File: src/rtl/dualram_pkg.sv
`default_nettype none
// +-----------------------------------------------------------------------+
// | dualram_pkg : shared types and helpers for the dualram_sdp RAM        |
// | Rev 1.0                                                               |
// +-----------------------------------------------------------------------+
package dualram_pkg;

   typedef enum logic [0:0] {
      ST_CLEAR = 1'b0,
      ST_IDLE  = 1'b1
   } state_t;

   function automatic int addr_w_f(input int depth);
      return (depth > 1) ? $clog2(depth) : 1;
   endfunction

endpackage
`default_nettype wire

File: src/rtl/dualram_clr_seq.sv
`default_nettype none
// +-----------------------------------------------------------------------+
// | dualram_clr_seq : clear-sweep FSM and pointer for dualram_sdp         |
// | Rev 1.0                                                               |
// +-----------------------------------------------------------------------+
module dualram_clr_seq
   import dualram_pkg::*;
#(
   parameter int DEPTH  = 16,
   parameter int ADDR_W = addr_w_f(DEPTH)
) (
   input  logic              clk,
   input  logic              rst,
   input  logic              clr,
   output logic              busy,
   output logic              clr_we,
   output logic [ADDR_W-1:0] clr_addr
);

   localparam logic [ADDR_W-1:0] LAST_ADDR = ADDR_W'(DEPTH - 1);
   localparam logic [ADDR_W-1:0] ONE       = ADDR_W'(1);

   state_t            state_q, state_d;
   logic [ADDR_W-1:0] ptr_q, ptr_d;
   logic              busy_q, busy_d;

   always_comb begin
      state_d = state_q;
      ptr_d   = ptr_q;
      case (state_q)
         ST_CLEAR: begin
            if (ptr_q == LAST_ADDR) begin
               state_d = ST_IDLE;
               ptr_d   = '0;
            end else begin
               ptr_d = ptr_q + ONE;
            end
         end
         ST_IDLE: begin
            if (clr) begin
               state_d = ST_CLEAR;
               ptr_d   = '0;
            end
         end
         default: begin
            state_d = ST_CLEAR;
            ptr_d   = '0;
         end
      endcase
      // Reset wins over everything and pins the sweep at word 0.
      if (rst) begin
         state_d = ST_CLEAR;
         ptr_d   = '0;
      end
      busy_d = (state_d == ST_CLEAR);
   end

   always_ff @(posedge clk) begin
      state_q <= state_d;
      ptr_q   <= ptr_d;
      busy_q  <= busy_d;
   end

   assign busy     = busy_q;
   assign clr_we   = (state_q == ST_CLEAR) && !rst;
   assign clr_addr = ptr_q;

endmodule
`default_nettype wire

File: src/rtl/dualram_sdp.sv
`default_nettype none
// +-----------------------------------------------------------------------+
// | dualram_sdp : single-clock simple-dual-port RAM with clear sweep      |
// | Optional macro DUALRAM_BYPASS_EN selects write-first collisions.      |
// | Rev 1.0                                                               |
// +-----------------------------------------------------------------------+
module dualram_sdp
   import dualram_pkg::*;
#(
   parameter int DATA_W = 8,
   parameter int DEPTH  = 16,
   parameter int ADDR_W = addr_w_f(DEPTH)
) (
   input  logic              clk,
   input  logic              rst,
   input  logic              cs,
   input  logic              clr,
   input  logic              wr_enb,
   input  logic [ADDR_W-1:0] wr_addr,
   input  logic [DATA_W-1:0] wr_data,
   input  logic              rd_enb,
   input  logic [ADDR_W-1:0] rd_addr,
   output logic [DATA_W-1:0] rd_data,
   output logic              rd_valid,
   output logic              busy
);

   logic              seq_busy;
   logic              clr_we;
   logic [ADDR_W-1:0] clr_addr;

   logic [DATA_W-1:0] mem [DEPTH];

   logic              port_open;
   logic              wr_in_range;
   logic              rd_in_range;
   logic              wr_acc;
   logic              rd_acc;
   logic              mem_we;
   logic [ADDR_W-1:0] mem_waddr;
   logic [DATA_W-1:0] mem_wdata;
   logic [DATA_W-1:0] rd_word;

   logic [DATA_W-1:0] rd_data_q, rd_data_d;
   logic              rd_valid_q, rd_valid_d;

   dualram_clr_seq #(
      .DEPTH  (DEPTH),
      .ADDR_W (ADDR_W)
   ) u_clr_seq (
      .clk      (clk),
      .rst      (rst),
      .clr      (clr),
      .busy     (seq_busy),
      .clr_we   (clr_we),
      .clr_addr (clr_addr)
   );

   assign port_open   = !seq_busy && cs && !rst;
   assign wr_in_range = (int'(wr_addr) < DEPTH);
   assign rd_in_range = (int'(rd_addr) < DEPTH);
   // A clr in the same cycle as a write discards the write.
   assign wr_acc      = port_open && wr_enb && wr_in_range && !clr;
   assign rd_acc      = port_open && rd_enb;

   always_comb begin
      mem_we    = wr_acc;
      mem_waddr = wr_addr;
      mem_wdata = wr_data;
      if (clr_we) begin
         mem_we    = 1'b1;
         mem_waddr = clr_addr;
         mem_wdata = '0;
      end
   end

   always_ff @(posedge clk) begin
      if (mem_we) begin
         mem[mem_waddr] <= mem_wdata;
      end
   end

   always_comb begin
      rd_word = '0;
      if (rd_in_range) begin
         rd_word = mem[rd_addr];
      end
`ifdef DUALRAM_BYPASS_EN
      if (wr_acc && (wr_addr == rd_addr)) begin
         rd_word = wr_data;
      end
`endif
   end

   always_comb begin
      rd_data_d  = rd_data_q;
      rd_valid_d = 1'b0;
      if (rst) begin
         rd_data_d = '0;
      end else if (rd_acc) begin
         rd_data_d  = rd_word;
         rd_valid_d = 1'b1;
      end
   end

   always_ff @(posedge clk) begin
      rd_data_q  <= rd_data_d;
      rd_valid_q <= rd_valid_d;
   end

   assign rd_data  = rd_data_q;
   assign rd_valid = rd_valid_q;
   assign busy     = seq_busy;

endmodule
`default_nettype wire

File: config.mk
export PLATFORM = sky130hd
export DESIGN_NAME = dualram_sdp
export DESIGN_NICKNAME = d
export VERILOG_FILES = /design/src/rtl/dualram_pkg.sv /design/src/rtl/dualram_clr_seq.sv /design/src/rtl/dualram_sdp.sv
export SDC_FILE = /design/constraint.sdc
export NUM_CORES = 1
export LEC_CHECK = 0
export CORE_UTILIZATION = 45
export CTS_CLUSTER_DIAMETER = 40
export DETAILED_ROUTE_END_ITERATION = 16
export PLACE_DENSITY = 0.72
export SETUP_SLACK_MARGIN = 0.02
export SYNTH_ARGS = -nofsm -noshare
export SYNTH_HDL_FRONTEND = slang
export SYNTH_HIERARCHICAL = 1
export SYNTH_SLANG_ARGS = --single-unit
File: constraint.sdc
create_clock -name clk -period 3.4 [get_ports clk]
set_clock_uncertainty 0.15 [all_clocks]
set_input_delay 0.68 -clock clk [delete_from_list [all_inputs] [get_ports clk]]
set_output_delay 0.68 -clock clk [all_outputs]
set_load 0.05 [all_outputs]
Word level (Yosys, flattened, before mapping)
Memory sizes are Yosys's and may differ from the RTL's. A register that Yosys moved wholly into a read port is not among the register bits. Cells that the tools add are included. Widths: inputs -> output; s select.

Bits in registers: 7. RAM bits: 128. Input port bits: 22. Output and inout port bits: 10. Logic and storage cells: 32. Memories: 1.

Add/subtract/negate cells: 1. Eq/ne operators: 2. Multiplexer cells: 13. Bitwise gates (word level): 2. Reduce and logical (&&, ||, !) cells: 9.

Memories: mem (depth 16, width 8, rd ports 1, clocked after Yosys merged registers in 1, write ports 1, RTL line dualram_sdp.sv:32) `logic [DATA_W-1:0] mem [DEPTH];`.

Operators by type and width (count): $mux 4 (3); $mux 8 (1); $pmux 4 s2 (1); $mux 1 (7); $logic_and 1x1->1 (6); $add 4x1->4 const B (1); $eq 4x4->1 const B (1); $logic_not 1->1 (3); $ne 2x2->1 const B (1); $not 1->1 (2); $pmux 1 s2 (1).

Longest topological paths before layout
Gate-level depths: netlist (run 1).

Depth in word-level cells: 8. Depth in mapped cells: 8. Depth with buffers taken out: 5.

Cells and area by module
The synthesis (run 1) kept the hierarchy.

By module, submodules not included: dualram_sdp (times used 1, cells each 291, area an instance 5479.0 µm², seq. area each 4023.9 µm²); dualram_clr_seq (times used 1, cells each 32, area an instance 287.8 µm², seq. area each 120.1 µm²).

Worst setup path after synthesis (run 1)
No wires, ideal clock.

Kind: input-to-reg. Start point: input port rst. End point: memory mem[6][0], enable pin. Setup time: 370 ps. Arrival: 1911 ps. Required time: 2880 ps. Setup slack: 969 ps. Cell stages on the path: 6. Path buffers: 1. Path through: nor2_1 -> clkbuf_1 -> nand2_1 -> o32ai_1 -> nand2_1 -> nor2_1.

Cells in the longest elaborated chain, start to end: 7. Elaborated cells between the ends (all ways): 9. Those cells by class: 4 x mux; 5 x reduce/logical.

RTL lines: start: declaration (RTL line dualram_sdp.sv:15) `input logic rst,`; $logic_not 1->1 * (RTL line dualram_clr_seq.sv:65, dualram_sdp.sv:59); $logic_and 1x1->1 (RTL line dualram_sdp.sv:59) `assign port_open = !seq_busy && cs && !rst;`; $logic_and 1x1->1 (2 in series) (RTL line dualram_sdp.sv:63) `assign wr_acc = port_open && wr_enb && wr_in_range && !clr;`; $mux 1 (RTL line dualram_sdp.sv:70) `if (clr_we) begin`; $mux 1 (RTL line dualram_sdp.sv:78) `if (mem_we) begin`; $mux 1 (not written as such) (RTL line dualram_sdp.sv:79) `mem[mem_waddr] <= mem_wdata;`; end: declaration (RTL line dualram_sdp.sv:32).

Every way passes the cells marked *; elsewhere a longest branch is shown, timed or not.

Worst setup path after layout (run 1)
Start point: input port rst. End point: memory mem[5][1], enable pin.

Elaborated cells between the ends (all ways): 9. Those cells by class: 4 x mux; 5 x reduce/logical.

RTL lines: $logic_not 1->1 * (RTL line dualram_clr_seq.sv:65) `assign clr_we = (state_q == ST_CLEAR) && !rst;`; $logic_and 1x1->1 * (RTL line dualram_clr_seq.sv:65); named net clr_we (RTL line dualram_sdp.sv:29) `logic clr_we;`; $mux 1 (RTL line dualram_sdp.sv:70); $mux 1 (RTL line dualram_sdp.sv:78); $mux 1 (not written as such) (RTL line dualram_sdp.sv:79).

Mark *: on every way through the listed nets, which the timed path passes. The rest lies on a longest branch.

==> flow_summary.ini, run 1 <==
[setup_path]
critPathMaxStageDelay_ns = 0.59
timing.rr.start = u_clr_seq/state_q
worst-r2r-setup-slack_ns = 1.06
end_kind = flip-flop
slowest_stage = nor2_1
worstRegToRegCells = 5
crit_type = in2reg
required_ns = 3.29
cp_max_fo = 25
reg2reg_to = mem[5][1]
cp.arrival_ns = 2.44
path_cells = clkdlybuf4s50_1 > nor2_1 > buf_4 > o32ai_1 > nand2_1 > nor2_1
cp-start-kind = input port
crit_top_cell = nor2_1

[detailed_routing]
drt-initial-drc-count = 205
wl_per_cell_um = 19.9
ant_nets = 0
viasPerCell = 5.46
dr.pass1.iters = 4
drt_wl_total_mm = 11.2
route.detailed.drc = 0
vias = 3071

[final_layout]
final_common_cell = edfxtp_1
drive_gt1_share_pct = 18.8
fin_nets = 404
final_cell_mix = edfxtp_1, clkdlybuf4s50_1, nor2_1
final_design_area_no_fill_mm2 = 0.00697
syn2layout_area_growth_pct = 20.9
stdcell_count = 562
fin_util_pct = 56.9
antenna_cells = 0

[timing]
rsz0062_at_grt = false
period_needed_ns = 2.55
fin_crit_sh_pct = 75.1
slew_headroom_pct = 17.6
timing.setup.tns_ns = 0
hold_slack_ns = 0.334
setup_violations = 0
setup_ws_ns = 0.846
max_freq_mhz = 391
hold_violations = 0
drv_slew = 0
worst_slew_pin_slew_ns = 1.23

[global_routing]
antenna_found_initial = 0
grt_pass1_vias = 3117
grt_pass1_wl_mm = 17.2
grt_use_total_pct = 18.7
grt_max_degree = 27
grt_overflow = 0

[power]
vdd_drop_max_uv = 404
power_mw = 4.16
p_leak_nw = 2.37
power_density_mw_per_mm2 = 596

[synth]
yosys_warnings = 6
synth_nets = 346
synth_ff_type = edfxtp_1
ys_seq_elements = 143
syn_avg_cell_area_um2 = 17.9
synth_cell_types = 41
synth_seq_area_share_pct = 71.9
async_flop_share_pct = 0
netlist_area_mm2 = 0.00577
netlist_instances = 323
synth_edf_count = 128

[floorplan]
fp.dieW_um = 115
die_area_mm2 = 0.0133
initial_core_util_pct = 47.0
core_mm2 = 0.0123
io_pins = 32
row_count = 40
die_h_um = 115

[clocking]
clock-sinks = 143
htreeDepth = 4
post_cts_resized = 0
clock_latency_ns = 0.41
tritoncts = built
root_buffer = clkbuf_16
numCtsBuffers = 17
clkTransAtPathRegs_ns = 0.06
clockBufferDepth = 2
cts_setup_buffers = 0
ctsHoldBuffers = 0

[worst_hold_path]
hp-class = reg2reg
hp-start = rd_data[1]
min_delay_path_depth = 2
whs_endpoint = rd_data[1]

[placed_design]
place_ws_ns = 0.421
placedInstanceArea_mm2 = 0.00633
place_hpwl_mm = 7.48
gp_congestion = 0.841
placed_cells = 530
io_buffers = 31

[run]
cap_violations = 0

[status]
status = finished, final reports clean
[final cells by class]
cell class              instances  area (um^2)
fillers                       933         5290
flip-flops and latches        143         4140
multi-input cells             158         1460
repair buffers                 54          490
clock buffers                  18          429
clock inverters                14          213
well taps                     168          210
inverters                       7         26.3
[registers in the layout, summed over array words and instances (netlist names)]
name,flops
rd_valid,1
mem,128
u_clr_seq/clr_addr,4
rd_data,8
u_clr_seq/busy,1
u_clr_seq/state_q,1
[kinds of logic after synthesis]
| family | after synthesis | synth area share [%] |
|---|---|---|
| buf+inv | 22 | 2.84 |
| fa+ha+maj | 1 | 0.217 |
| simple gates | 66 | 6.05 |
| mux | 48 | 13.9 |
| compound gates | 43 | 5.16 |
| flops | 143 | 71.9 |
[critical path: cells and delay by family]
family	cells	cell delay, ns
compound gates	1	0.29
buf+inv	2	0.69
simple gates	3	0.77
[routing by layer]
layer | track usage (%) | share of wire [%] | vias up
met5 | 0 | 0 | -
met4 | 10.2 | 2.9 | 0
met3 | 4.27 | 4.5 | 22
met2 | 29.2 | 49 | 99
met1 | 24.5 | 43 | 1537
li1 | - | - | 1413
[worst max path at each step]
stage,startpoint,to
3_5_place_dp,rst,mem[4][1]
5_1_grt,rst,mem[0][1]
4_1_cts,rst,mem[5][1]
2_1_floorplan,rst,mem[6][0]
3_3_place_gp,rst,mem[4][5]
6_report,rst,mem[5][1]
[power by group]
| part | internal (mW) | leakage, nW | switching, mW |
|---|---|---|---|
| combinational | 0.0959 | 0.774 | 0.123 |
| sequential | 1.95 | 1.30 | 0.0154 |
| clock | 1.30 | 0.304 | 0.675 |
| total | 3.34 | 2.37 | 0.814 |
[cells in the mapped netlist (7+ instances only)]
cell type  count  area, um^2
inv_1          7        26.3
o21ai_1        8        40.0
dfxtp_1       15         300
edfxtp_1     128        3840
nand2_1       10        37.5
a32oi_1        9        78.8
nor2b_1       11        68.8
mux4_2        19         428
nor2_1        25        93.8
a22oi_1        8        60.1
nand2b_1      10        62.6
mux2i_1       24         240
Note: power is estimated with default switching activity, not from simulation.
==> run 2, diff against run 1 <==
--- a/config.mk
+++ b/config.mk
@@ -8,7 +8,7 @@
 export CORE_UTILIZATION = 45
 export CTS_CLUSTER_DIAMETER = 40
 export DETAILED_ROUTE_END_ITERATION = 16
-export PLACE_DENSITY = 0.72
+export PLACE_DENSITY = 0.74
 export SETUP_SLACK_MARGIN = 0.02
 export SYNTH_ARGS = -nofsm -noshare
 export SYNTH_HDL_FRONTEND = slang
==> constraint.sdc (replaced) <==
create_clock -name clk -period 2.25 [get_ports clk]
set_clock_uncertainty 0.15 [all_clocks]
set_input_delay 0.45 -clock clk [delete_from_list [all_inputs] [get_ports clk]]
set_output_delay 0.45 -clock clk [all_outputs]
set_load 0.05 [all_outputs]
==> run 2 against run 1 <==
Net effect:
- critical path type is now reg2out
- clock power rose by 34%
- total power is 44% higher
- critical endpoint is now rd_data[1]
- worst setup slack lost 0.77 ns
- design area is 0.97% higher
- sequential power up 51%
- wire length increased by 4.1%
- core utilization is 0.55 points higher
- highest routed layer unchanged
- critical path depth shrank 5
- flip-flop and latch count unchanged
- sequential share of layout area fell by 0.57 points
- first-iteration DRC count grew 52%
- clock-buffer cell count is 1 lower
==> flow_summary.ini, run 2 (synthesized netlist as in run 1, its figures left out) <==
[status]
status = finished, final reports clean

[global_routing]
grt_overflow = 0
grt_use_total_pct = 19.7
grt_pass1_wl_mm = 18.2
grt_max_degree = 27
antenna_found_initial = 0
grt_pass1_vias = 3232

[final_layout]
final_common_cell = edfxtp_1
fin_nets = 419
top_register = mem
multi_input_area_mm2 = 0.00146
final_cell_mix = edfxtp_1, buf_4, clkdlybuf4s50_1
fillerInstances = 903
syn2layout_area_growth_pct = 22.1
final_design_area_no_fill_mm2 = 0.00704
drive_gt1_share_pct = 21.8
largest_reg_flops = 128
antenna_cells = 0
regArea_mm2 = 0.00414

[detailed_routing]
dr.pass1.iters = 5
drt_wl_total_mm = 11.7
route.detailed.drc = 0
vias = 3178
viasPerCell = 5.52
wl_per_cell_um = 20.2
ant_nets = 0
drt-initial-drc-count = 311

[worst_hold_path]
hp-class = reg2reg
min_delay_path_depth = 2

[clocking]
tritoncts = built
htreeDepth = 4
root_buffer = clkbuf_16
post_cts_resized = 3
cts_setup_buffers = 0
numCtsBuffers = 17
ctsHoldBuffers = 0
clockBufferDepth = 2
clock_latency_ns = 0.41
clkTransAtPathRegs_ns = 0.06
clock-sinks = 143

[setup_path]
path_buf_inv = 1
cp.depth = 1
cp-start-kind = flip-flop
end_kind = output pin
path_cells = clkdlybuf4s50_1
worstRegToRegCells = 2
cp_max_fo = 2
path_delay_family = buffers and inverters
crit_type = reg2out
worst-r2r-setup-slack_ns = 0.31
slowest_stage = clkdlybuf4s50_1
cp.arrival_ns = 1.58
critPathMaxStageDelay_ns = 0.81
required_ns = 1.65

[floorplan]
die_h_um = 115
initial_core_util_pct = 47.0
core_mm2 = 0.0123
die_area_mm2 = 0.0133
io_pins = 32
fp.dieW_um = 115
row_count = 40

[timing]
max_freq_mhz = 459
fin_crit_sh_pct = 96.8
hold_violations = 0
rsz0062_at_grt = false
drv_slew = 0
worst_slew_pin_slew_ns = 1.29
slew_headroom_pct = 13.5
period_needed_ns = 2.18
setup_violations = 0

[placed_design]
place_hpwl_mm = 7.71
placedInstanceArea_mm2 = 0.00647
io_buffers = 31
gp_congestion = 0.840

[power]
power_mw = 5.98
p_leak_nw = 2.46
power_density_mw_per_mm2 = 850
vdd_drop_max_uv = 511

[run]
cap_violations = 0
run 2: changes by cell type in the layout (fill, tap and decap cells not counted), sizes merged:
cell	before	now
buf	24	39
bufinv	5	2
clkbuf	18	17
clkdlybuf4s50	30	26
clkinv	4	7
dlygate4sd2	0	3
dlymetal6s2s	0	1
run 2: worst paths after layout:
kind,startpoint,end
worst min-delay path,rd_data[6],rd_data[6]
worst max-delay path,rd_data[1],rd_data[1]
worst max register to register,u_clr_seq/state_q,mem[15][1]
worst min register to register,rd_data[6],rd_data[6]
run 2: power breakdown:
group / internal, mW / leakage [nW] / switching (mW)
Combinational: 0.163 / 0.891 / 0.197
Clock: 1.62 / 0.271 / 1.04
Sequential: 2.94 / 1.30 / 0.0245
Total: 4.72 / 2.46 / 1.26
run 2: per-stage QoR:
| stage | util (%) | hold slack, ns | cells | setup TNS, ns | setup slack [ns] |
|---|---|---|---|---|---|
| global route | 57.4 | 0.375 | 576 | 0 | 0.0510 |
| global placement | 52.7 | 0.318 | 545 | -18.70 | -0.160 |
| CTS | 57.4 | 0.342 | 576 | 0 | 0.0364 |
| floorplan | - | 0.369 | 323 | 0 | 0.0486 |
| finish | 57.4 | 0.335 | 576 | 0 | 0.0729 |
| detailed placement | 52.7 | 0.326 | 545 | -26.30 | -0.217 |
run 2: routing by layer:
| metal | vias to the layer above | wire length [um] | global-route usage, % |
|---|---|---|---|
| met1 | 1584 | 4960 | 26.0 |
| met3 | 17 | 809 | 4.90 |
| met5 | - | 0 | 0 |
| met2 | 136 | 5650 | 30.9 |
| li1 | 1441 | - | - |
| met4 | 0 | 240 | 9.35 |
run 2: area by class of cell:
class	count	area share, %
Timing Repair Buffer	69	8.91
Tap cell	168	2.99
Inverter	7	0.373
Clock inverter	14	2.04
Multi-Input combinational cell	158	20.8
Sequential cell	143	58.9
Clock buffer	17	6.04
==> run 3, diff against run 2 <==
--- a/config.mk
+++ b/config.mk
@@ -8,7 +8,8 @@
 export CORE_UTILIZATION = 45
 export CTS_CLUSTER_DIAMETER = 40
 export DETAILED_ROUTE_END_ITERATION = 16
-export PLACE_DENSITY = 0.74
+export DONT_BUFFER_PORTS = 1
+export PLACE_DENSITY = 0.71
 export SETUP_SLACK_MARGIN = 0.02
 export SYNTH_ARGS = -nofsm -noshare
 export SYNTH_HDL_FRONTEND = slang
==> run 3 against run 2 <==
Net effect:
- maximum frequency up 7.9%
- non-clock buffer count down 41
- sequential share of layout area up 3.4 points
- design area down 5.5%
- via count down 5.0%
- wire length down 0.87%
- die area unchanged
- core utilization down 3.2 points
- register-to-register slack worse by 0.08 ns
- cell count down 6.9%
- largest power group unchanged
- highest routed layer unchanged
- critical endpoint is now mem[6][6]
- total power down 0.68%
- critical path depth up 6
==> flow_summary.ini, run 3 (synthesized netlist as in run 1, its figures left out) <==
[power]
p_leak_nw = 2.25
vdd_drop_max_uv = 496
power_density_mw_per_mm2 = 893
power_mw = 5.94

[floorplan]
io_pins = 32
fp.dieW_um = 115
die_h_um = 115
initial_core_util_pct = 47.0
die_area_mm2 = 0.0133
row_count = 40
core_mm2 = 0.0123

[final_layout]
final_common_cell = edfxtp_1
drive_gt1_share_pct = 21.2
antenna_cells = 0
final_cell_mix = edfxtp_1, buf_4, nor2_1
syn2layout_area_growth_pct = 15.3
top_register = mem
fin_nets = 378
largest_reg_flops = 128

[clocking]
post_cts_resized = 0
clock-sinks = 143
numCtsBuffers = 17
root_buffer = clkbuf_16
clkTransAtPathRegs_ns = 0.06
cts_setup_buffers = 0
clockBufferDepth = 2
tritoncts = built
htreeDepth = 4
clock_latency_ns = 0.42

[setup_path]
critPathMaxStageDelay_ns = 0.34
required_ns = 2.22
worst-r2r-setup-slack_ns = 0.23
cp-startpoint = u_clr_seq/state_q
crit_type = reg2reg
slowest_stage = dfxtp_1
end_kind = flip-flop
worstRegToRegCells = 7
cp.arrival_ns = 1.99
cp-start-kind = flip-flop
cp_max_fo = 16
path_cells = nor2_1 > buf_4 > buf_4 > o32ai_1 > nand2_1 > nor2_1 > buf_4
reg2reg_to = mem[6][6]
crit_top_cell = buf_4
timing.rr.start = u_clr_seq/state_q

[global_routing]
grt_pass1_vias = 3102
grt_use_total_pct = 19.5
grt_overflow = 0
grt_pass1_wl_mm = 17.7
grt_max_degree = 41
antenna_found_initial = 0

[timing]
rsz0062_at_grt = false
period_needed_ns = 2.02
setup_violations = 0
setup_ws_ns = 0.232
worst_slew_pin_slew_ns = 1.18
hold_violations = 0
fin_crit_sh_pct = 89.7
drv_slew = 0
slew_headroom_pct = 20.9
max_freq_mhz = 496
timing.setup.tns_ns = 0

[placed_design]
place_hpwl_mm = 7.43
io_buffers = 0
place_ws_ns = 0.148
gp_congestion = 0.776

[detailed_routing]
wl_per_cell_um = 21.6
viasPerCell = 5.63
vias = 3018
drt-initial-drc-count = 212
route.detailed.drc = 0
ant_nets = 0
drt_wl_total_mm = 11.6
dr.pass1.iters = 4

[worst_hold_path]
hp-start = clr
min_delay_path_depth = 2
whs_endpoint = u_clr_seq/clr_addr[1]
hp-class = in2reg

[status]
status = finished, final reports clean

[run]
cap_violations = 0
run 3: worst max-delay path, delay by kind of cell, from the launching register on:
kind | cells | cell delay, ns
compound gates | 1 | 0.33
flops | 1 | 0.34
buf+inv | 3 | 0.54
simple gates | 3 | 0.36
run 3: layout make-up:
| type | count | area, um^2 |
|---|---|---|
| fill | 946 | 5610 |
| sequential | 143 | 4140 |
| multi-input combinational | 158 | 1460 |
| clock buffer | 23 | 532 |
| timing repair buffer | 28 | 213 |
| tap | 168 | 210 |
| clock inverter | 9 | 67.6 |
| inverter | 7 | 26.3 |
run 3: worst max path at each step:
stage                     end  slack (ns)  cells past startpoint
floorplan           mem[6][0]        0.05                      6
global placement    mem[6][6]        0.22                      3
detailed placement  mem[6][6]        0.15                      7
CTS                 mem[6][6]        0.22                      7
global route        mem[1][6]        0.07                      3
finish              mem[6][6]        0.23                      7
run 3: through the flow:
stage	hold WS [ns]	instances	area, um^2	util [%]
after floorplan	0.369	323	5770	-
after global placement	0.375	503	6040	49.3
after detailed placement	0.376	503	6040	49.3
after CTS	0.0527	536	6650	54.2
after global routing	0.0684	536	6650	54.2
final	0.0654	536	6650	54.2
run 3: metal layers:
layer	global-route usage [%]	share of wire (%)	wire, um
met1	24.7	42	4860
met2	31.2	50	5790
met4	8.66	1.9	222
met3	5.75	5.9	685
met5	0	0	0
run 3: power breakdown:
part           switching [mW]  internal [mW]  total (mW)
combinational           0.137          0.113       0.250
sequential             0.0244           2.94        2.96
clock                    1.06           1.67        2.73
total                    1.22           4.72        5.94
run 3: timing repair:
| item | CTS | global route |
|---|---|---|
| hold buffers | 1 | 0 |
| hold endpoints to repair | 5 | 0 |
| endpoints found under the setup margin | 0 | 0 |
